`src/rtl/uart_defs_pkg.sv`:
```
// Shared definitions for the UART receive engine.
// The optional parity stage is selected with the UART_RX_PARITY_EN macro.
package uart_defs;

  localparam logic [2:0] ST_IDLE   = 3'd0;
  localparam logic [2:0] ST_START  = 3'd1;
  localparam logic [2:0] ST_DATA   = 3'd2;
  localparam logic [2:0] ST_PARITY = 3'd3;
  localparam logic [2:0] ST_STOP   = 3'd4;

  typedef enum logic [2:0] {
    IDLE   = ST_IDLE,
    START  = ST_START,
    DATA   = ST_DATA,
    PARITY = ST_PARITY,
    STOP   = ST_STOP
  } rx_state_t;

  localparam int DEFAULT_DIVISOR  = 868;
  localparam int FRAME_BITS_NOPAR = 10;
  localparam int FRAME_BITS_PAR   = 11;

`ifdef UART_RX_PARITY_EN
  localparam int FRAME_BITS = FRAME_BITS_PAR;
`else
  localparam int FRAME_BITS = FRAME_BITS_NOPAR;
`endif

  function automatic logic even_parity(input logic [7:0] d);
    return ^d;
  endfunction

endpackage

```
`src/rtl/rx_sync_edge.sv`:
```
// Two-flop synchroniser with a falling-edge detector; flops reset high so an
// idle line never produces a spurious edge. Also usable for switch inputs.
module rx_sync_edge (
  input  logic clk,
  input  logic reset,
  input  logic i_d,
  output logic o_sync,
  output logic o_fall
);

  logic r_meta;
  logic r_cur;
  logic r_prev;

  always_ff @(posedge clk or posedge reset) begin
    if (reset) begin
      r_meta <= 1'b1;
      r_cur  <= 1'b1;
      r_prev <= 1'b1;
    end else begin
      r_meta <= i_d;
      r_cur  <= r_meta;
      r_prev <= r_cur;
    end
  end

  // A line held low (e.g. after a break) cannot retrigger until it goes high.
  assign o_sync = r_cur;
  assign o_fall = r_prev & ~r_cur;

endmodule

```
`src/rtl/uart_rx_engine.sv`:
```
// UART receiver: 8 data bits LSB-first, 1 stop bit, ready/read byte handshake.
// Define UART_RX_PARITY_EN to add an even-parity bit after the data bits.
module uart_rx_engine
  import uart_defs::*;
#(
  parameter int DIVISOR = DEFAULT_DIVISOR,
  parameter int CNT_W   = 16
) (
  input  logic       clk,
  input  logic       reset,
  input  logic       i_rx,
  input  logic       i_read,
  output logic [7:0] o_data,
  output logic       o_rdy,
  output logic       o_ferr,
  output logic       o_ovr,
  output logic       o_busy
);

  localparam logic [CNT_W-1:0] CNT_HALF = CNT_W'(DIVISOR / 2 - 1);
  localparam logic [CNT_W-1:0] CNT_FULL = CNT_W'(DIVISOR - 1);

  rx_state_t        r_state;
  logic [CNT_W-1:0] r_cnt;
  logic [2:0]       r_bit_idx;
  logic [7:0]       r_shift;
  logic [7:0]       r_data;
  logic             r_rdy;
  logic             r_ferr;
  logic             r_ovr;
  logic             r_busy;
  logic             w_sync;
  logic             w_fall;
  logic             w_cnt_zero;
  logic             w_par_err;

  rx_sync_edge u_sync (
    .clk    (clk),
    .reset  (reset),
    .i_d    (i_rx),
    .o_sync (w_sync),
    .o_fall (w_fall)
  );

  assign w_cnt_zero = (r_cnt == '0);

`ifdef UART_RX_PARITY_EN
  logic r_par;
  assign w_par_err = (even_parity(r_shift) != r_par);
`else
  assign w_par_err = 1'b0;
`endif

  always_ff @(posedge clk or posedge reset) begin
    if (reset) begin
      r_state   <= IDLE;
      r_cnt     <= '0;
      r_bit_idx <= '0;
      r_shift   <= '0;
      r_data    <= 8'h00;
      r_rdy     <= 1'b0;
      r_ferr    <= 1'b0;
      r_ovr     <= 1'b0;
      r_busy    <= 1'b0;
`ifdef UART_RX_PARITY_EN
      r_par     <= 1'b0;
`endif
    end else begin
      // A read clears the flags; a commit later in this block takes priority.
      if (i_read && r_rdy) begin
        r_rdy  <= 1'b0;
        r_ferr <= 1'b0;
        r_ovr  <= 1'b0;
      end
      case (r_state)
        IDLE: begin
          if (w_fall) begin
            r_cnt   <= CNT_HALF;
            r_state <= START;
            r_busy  <= 1'b1;
          end
        end
        START: begin
          if (w_cnt_zero) begin
            if (!w_sync) begin
              r_state   <= DATA;
              r_bit_idx <= '0;
              r_cnt     <= CNT_FULL;
            end else begin
              r_state <= IDLE;
              r_busy  <= 1'b0;
            end
          end else begin
            r_cnt <= r_cnt - 1'b1;
          end
        end
        DATA: begin
          if (w_cnt_zero) begin
            r_shift[r_bit_idx] <= w_sync;
            r_cnt              <= CNT_FULL;
            r_bit_idx          <= r_bit_idx + 3'd1;
            if (r_bit_idx == 3'd7) begin
`ifdef UART_RX_PARITY_EN
              r_state <= PARITY;
`else
              r_state <= STOP;
`endif
            end
          end else begin
            r_cnt <= r_cnt - 1'b1;
          end
        end
`ifdef UART_RX_PARITY_EN
        PARITY: begin
          if (w_cnt_zero) begin
            r_par   <= w_sync;
            r_cnt   <= CNT_FULL;
            r_state <= STOP;
          end else begin
            r_cnt <= r_cnt - 1'b1;
          end
        end
`endif
        STOP: begin
          if (w_cnt_zero) begin
            r_data <= r_shift;
            r_rdy  <= 1'b1;
            r_ferr <= ~w_sync | w_par_err;
            if (r_rdy && !i_read) begin
              r_ovr <= 1'b1;
            end else if (i_read) begin
              r_ovr <= 1'b0;
            end
            r_state <= IDLE;
            r_busy  <= 1'b0;
          end else begin
            r_cnt <= r_cnt - 1'b1;
          end
        end
        default: begin
          r_state <= IDLE;
          r_busy  <= 1'b0;
        end
      endcase
    end
  end

  assign o_data = r_data;
  assign o_rdy  = r_rdy;
  assign o_ferr = r_ferr;
  assign o_ovr  = r_ovr;
  assign o_busy = r_busy;

endmodule

```
`config.mk`:
```
export PLATFORM = sky130hd
export DESIGN_NAME = uart_rx_engine
export DESIGN_NICKNAME = d
export VERILOG_FILES = /design/src/rtl/uart_defs_pkg.sv /design/src/rtl/rx_sync_edge.sv /design/src/rtl/uart_rx_engine.sv
export SDC_FILE = /design/constraint.sdc
export NUM_CORES = 1
export LEC_CHECK = 0
export ABC_AREA = 1
export CAP_MARGIN = 20
export CORE_UTILIZATION = 47
export CTS_BUF_LIST = sky130_fd_sc_hd__clkbuf_8 sky130_fd_sc_hd__clkbuf_16
export DETAILED_ROUTE_END_ITERATION = 7
export GPL_TIMING_DRIVEN = 0
export PLACE_DENSITY = 0.77
export SETUP_SLACK_MARGIN = 0.05
export SLEW_MARGIN = 30
export SYNTH_ARGS = -nofsm -noshare
export SYNTH_HDL_FRONTEND = slang
export SYNTH_HIERARCHICAL = 1
export SYNTH_SLANG_ARGS = --single-unit
export TNS_END_PERCENT = 50
```
`constraint.sdc`:
```
create_clock -name clk -period 2.7 [get_ports clk]
set_input_delay 0.54 -clock clk [delete_from_list [all_inputs] [get_ports clk]]
set_output_delay 0.54 -clock clk [all_outputs]
set_load 0.01 [all_outputs]
```
* Word-level counts from Yosys, hierarchy flattened
Index checks and enable logic that the tools add are counted.
Operators by class: add/subtract/negate cells 2, order comparisons 2, equality and inequality tests 13, mux-type cells 36, bitwise logic cells 3, reductions and logical operators 14
Operator list (number):
- two-way mux 16 bit | 5
- case mux 16 bit (4 select lines) | 1
- two-way mux 3 bit | 8
- zero test 16 bit | 1
- two-way mux 1 bit | 16
- subtractor 16 x 1 -> 16 bit, second input constant | 1
- inequality test 2 bit, second input constant | 6
- case mux 3 bit (4 select lines) | 1
- AND reduction 5 bit | 2
- bitwise mux 8 bit | 1
- AND reduction 4 bit | 2
- == test 3 bit, second input constant | 2
- case mux 3 bit (2 select lines) | 1
- less-than comparator 3 x 4 -> 1 bit, second input constant | 1
- inequality test 2 x 1 -> 1 bit, second input constant | 2
- case mux 1 bit (4 select lines) | 1
- AND reduction 2 bit | 2
- nonzero test 4 bit | 1
- adder 3 x 1 -> 3 bit, second input constant | 1
- demux 1 bit (select 3 bit) | 1
- == test 3 x 1 -> 1 bit, second input constant | 1
- == test 3 x 2 -> 1 bit, second input constant | 1
- greater-or-equal comparator 3 x 1 -> 1 bit, second input constant | 1
- logical AND 1 bit | 3
- other kinds (7) | 8
Storage, ports and cells: flip-flop bits (word level) 45, bits of input ports 4, output and inout bits 12, word-level logic and storage cells 82

* Depth between registers and ports, before layout
word-level depth 6, gate-level depth with buffers 10, depth with buffers taken out 10

* Hierarchy
The synthesis kept the hierarchy.
Modules (own cells, without submodules):
- uart_rx_engine | instances 1, cells an instance 333, area an instance 2438.6 um^2, sequential area each 1051.0 um^2
- rx_sync_edge | instances 1, cells an instance 6, area an instance 92.6 um^2, sequential area each 78.8 um^2

* Worst setup path after synthesis
No wires, ideal clock.
path type flip-flop to flip-flop, start register r_cnt[0], end register r_cnt[6], library setup time 0.120 ns, arrival 1.475 ns, required time 2.580 ns, setup slack 1.104 ns, stages on the path, launching flop included 11, path buffers 1, period minus slack after synthesis 1.596 ns, path through dfrtp_1 > inv_1 > ha_1 > nand3_1 > nor2_2 > nand3_4 > nand2_4 > inv_2 > buf_6 > o21ai_1 > nand2_1
On the way: cells in the longest elaborated chain, start to end 3
Ends and longest elaborated chain:
- start: declaration | RTL line uart_rx_engine.sv:24 | logic [CNT_W-1:0] r_cnt;
- start signal: assignment | RTL line uart_rx_engine.sv:94 | r_cnt <= r_cnt - 1'b1;
- start signal: assignment | RTL line uart_rx_engine.sv:110 | r_cnt <= r_cnt - 1'b1;
- start signal: assignment | RTL line uart_rx_engine.sv:137 | r_cnt <= r_cnt - 1'b1;
- subtractor 16 x 1 -> 16 bit / zero test 16 bit (equally long branches)
- two-way mux 16 bit (tied with other cells) | RTL line uart_rx_engine.sv:125 | if (w_cnt_zero) begin
- case mux 16 bit (4 select lines) / AND reduction 4 bit (equally long branches)
Parallel ways exist; a longest one is shown, timed or not. The select of a mux whose other input is x is not followed. A chain may end at the register's enable or synchronous reset.

* Worst setup path in the final report
start register r_cnt[0], end register r_data[3] (netlist: o_data[3])
On the way: cells in the longest elaborated chain, start to end 2
Ends and longest elaborated chain:
- zero test 16 bit | RTL line uart_rx_engine.sv:45 | assign w_cnt_zero = (r_cnt == '0);
- AND reduction 2 bit (no line)
- end signal: assignment | RTL line uart_rx_engine.sv:126 | r_data <= r_shift;
- end: declaration | RTL line uart_rx_engine.sv:27 | logic [7:0] r_data;
Every way passes these cells.

==> run_results.csv <==
group,metric,value,unit
worst_setup_path,setup.worst_path.class,"reg2reg",
worst_setup_path,cp_slowest_stage_delay,0.41,ns
synth,synth.cell_area,2530,µm²
sta,hold_violations,0,
pwr,p_leak,1.47,nW
grt,grt_overflow,0,
route,drtAntennaViolNets,0,
run,maxCapViolations,0,
grt,grt.total_usage,0.205,
clock_tree,clock_path_buffers,2,
pwr,max-vdd-ir-drop,306,µV
worst_setup_path,critPathSlowestCell,"dfrtp_1",
route,wl_per_cell,12.1,µm
floorplanning,start_util,0.492,
grt,antenna_found_initial,0,
synth,yosysUniqueCellTypes,30,
synth,yosysWarnings,6,
final_layout,final_nets,370,
route,wirelength,5250,µm
route,vias,2221,
place,hpwl,3970,µm
route,viasPerCell,5.13,
min_path,hold_class,"reg2reg",
synth,avgSynthCellArea,7.47,µm²
clock_tree,cts-resized-gates,0,
sta,setup_viol,0,
final_layout,antenna_cells,0,
clock_tree,clock_latency,0.30,ns
synth,syn_nets,347,
grt,grt_max_degree,31,
floorplanning,die_h,75.4,µm
clock_tree,tritoncts,"yes",
clock_tree,clk_transition_reported_paths,0.09,ns
sta,relSlewSlack,0.766,
floorplanning,die_area,5680,µm²
worst_setup_path,critical_path_arrival,2.03,ns
clock_tree,h-tree-depth,2,
run_status,status,"complete, no violations",
sta,max_slew.worst_pin.slew,0.350,ns
final_layout,fin_util,0.565,
sta,fin_setup_tns,0,ns
final_layout,drive_gt1_frac,0.135,
worst_setup_path,cp-start-kind,"register",
floorplanning,pin_count,16,
clock_tree,cts_root_buf,"clkbuf_8",
floorplanning,fp.coreArea,5140,µm²
sta,rsz0062_at_grt,"false",
worst_setup_path,cp.required,2.89,ns
floorplanning,die_w,75.4,µm
pwr,powerDensity,784,nW/µm²
synth,syn_inst,339,
worst_setup_path,setup.worst_path.end_class,"register",
grt,grt_pass1_vias,1966,
clock_tree,cts_buffers,5,
sta,min_period_over_period,0.680,
floorplanning,row_count,26,
sta,finalClockSkew,0.00730,ns
route,drt_iter0_markers,151,
sta,holdWs,0.359,ns
clock_tree,holdBufCountCts,0,
clock_tree,numClockSinks,45,
route,first_pass_iters,4,
synth,synth-seq-area-share,0.446,
final_layout,area_growth,14.7,%
sta,finalMaxSlewViolations,0,
worst_setup_path,crit_chain,"inv_1, ha_1, nand3_1, nor2_2, nand2_2, inv_2, nand2_2, buf_2, nand2_1, nand2_1",
place,finalWeightedCongestion,0.922,
synth,yosys_register_bits,45,
place,port_buffers,15,
sta,fmax,544,MHz
route,drc,0,
sta,min_period,1.84,ns
grt,grt_pass1_wl,8740,µm
worst_setup_path,crit_fanout,10,
clock_tree,cts_setup_buffers,0,
## stage by stage
step                cells  power, mW  setup WS [ns]  cell area (µm²)
global placement      424       1.74          0.295             2770
detailed placement    425       1.77          0.875             2790
global route          433       2.45          0.725             2900
finish                433       2.28          0.863             2900
floorplan             339       1.56           1.10             2530
CTS                   433       2.29          0.855             2900
## Yosys cell counts
cell,n,area (µm²)
nand2_1,109,409
dfrtp_1,42,1050
nor2_1,34,128
nand3_1,32,160
inv_1,30,113
o21ai_0,12,60.1
nor2_2,9,56.3
o21ai_1,9,45.0
nand4_1,8,50.1
a21oi_1,7,35.0
nand2_2,7,43.8
nor3_1,5,25.0
ha_1,4,50.1
inv_2,4,15.0
xor2_1,4,35.0
buf_2,3,15.0
dfstp_2,3,78.8
buf_4,2,15.0
nor2_4,2,22.5
nor3b_1,2,15.0
o21ai_2,2,17.5
a21oi_2,1,8.76
a31oi_1,1,6.26
buf_6,1,11.3
nand2_4,1,11.3
nand3_2,1,10.0
nand3_4,1,17.5
nor3b_2,1,12.5
o211ai_1,1,7.51
or2_2,1,6.26
## worst max-delay path, delay by kind of cell, from the launching register on
family | cells | cell delay, ns
AND/OR/NAND/NOR | 6 | 0.65
buffers and inverters | 3 | 0.44
flip-flops | 1 | 0.41
adder cells (fa/ha/maj) | 1 | 0.22
## per-layer routing
layer	vias up	wire length [µm]	GRT usage
li1	1133	-	-
met1	1049	2400	0.252
met2	35	2650	0.360
met3	4	176	0.0450
met4	0	28	0.0638
met5	-	0	0
## layout by cell type (no fill, tap or decap), types with 3 or more instances in the layout
cell type,count
a21oi_1,7
o21ai_1,9
clkdlybuf4s50_1,15
dfstp_2,3
nand4_1,8
dfrtp_1,42
ha_1,4
nor2_1,34
clkbuf_8,5
xor2_1,4
buf_2,3
nand2_1,109
nor3_1,5
nand2_2,7
inv_2,5
nand3_1,32
o21ai_0,12
inv_1,29
nor2_2,9
## sequential cells by signal (all words and copies together), names as in the netlist, 3 cells and up
name,flops
r_state,3
r_shift,8
r_cnt,16
r_bit_idx,3
o_data,8
## cell type report
cell class                 instances  area [µm²]
buffer                             6        41.3
clock buffer                       5        68.8
clock inverter                     3        46.3
fill                             514        2240
inverter                          34         128
multi-input combinational        254        1230
sequential                        45        1130
tap                               70        87.6
timing repair buffer              16         170
## cells by family (layout without fill, tap and decap cells)
family / Yosys count / count (layout) / synth area share
simple gates: 213 / 213 / 0.382
flops: 45 / 45 / 0.446
buf+inv: 40 / 64 / 0.0667
compound gates: 33 / 33 / 0.0712
fa+ha+maj: 4 / 4 / 0.0198
xor+xnor: 4 / 4 / 0.0138
## report_power, final
part           internal, mW  switching, mW
clock                 0.277          0.241
combinational         0.311          0.605
sequential            0.757         0.0863
total                  1.35          0.932
## final timing paths
check | slack (ns) | cells after the start | startpoint | endpoint
worst min register to register | 0.36 | 0 | u_sync/r_meta | u_sync/o_sync
worst max-delay path | 0.86 | 10 | r_cnt[0] | o_data[3]
worst max register to register | 0.86 | 10 | r_cnt[0] | o_data[3]
worst min-delay path | 0.36 | 0 | u_sync/r_meta | u_sync/o_sync
min in group asynchronous | 0.53 | 2 | reset | r_cnt[2]
max in group asynchronous | 1.73 | 3 | reset | o_data[1]
Note: power is estimated with default switching activity, not from simulation.
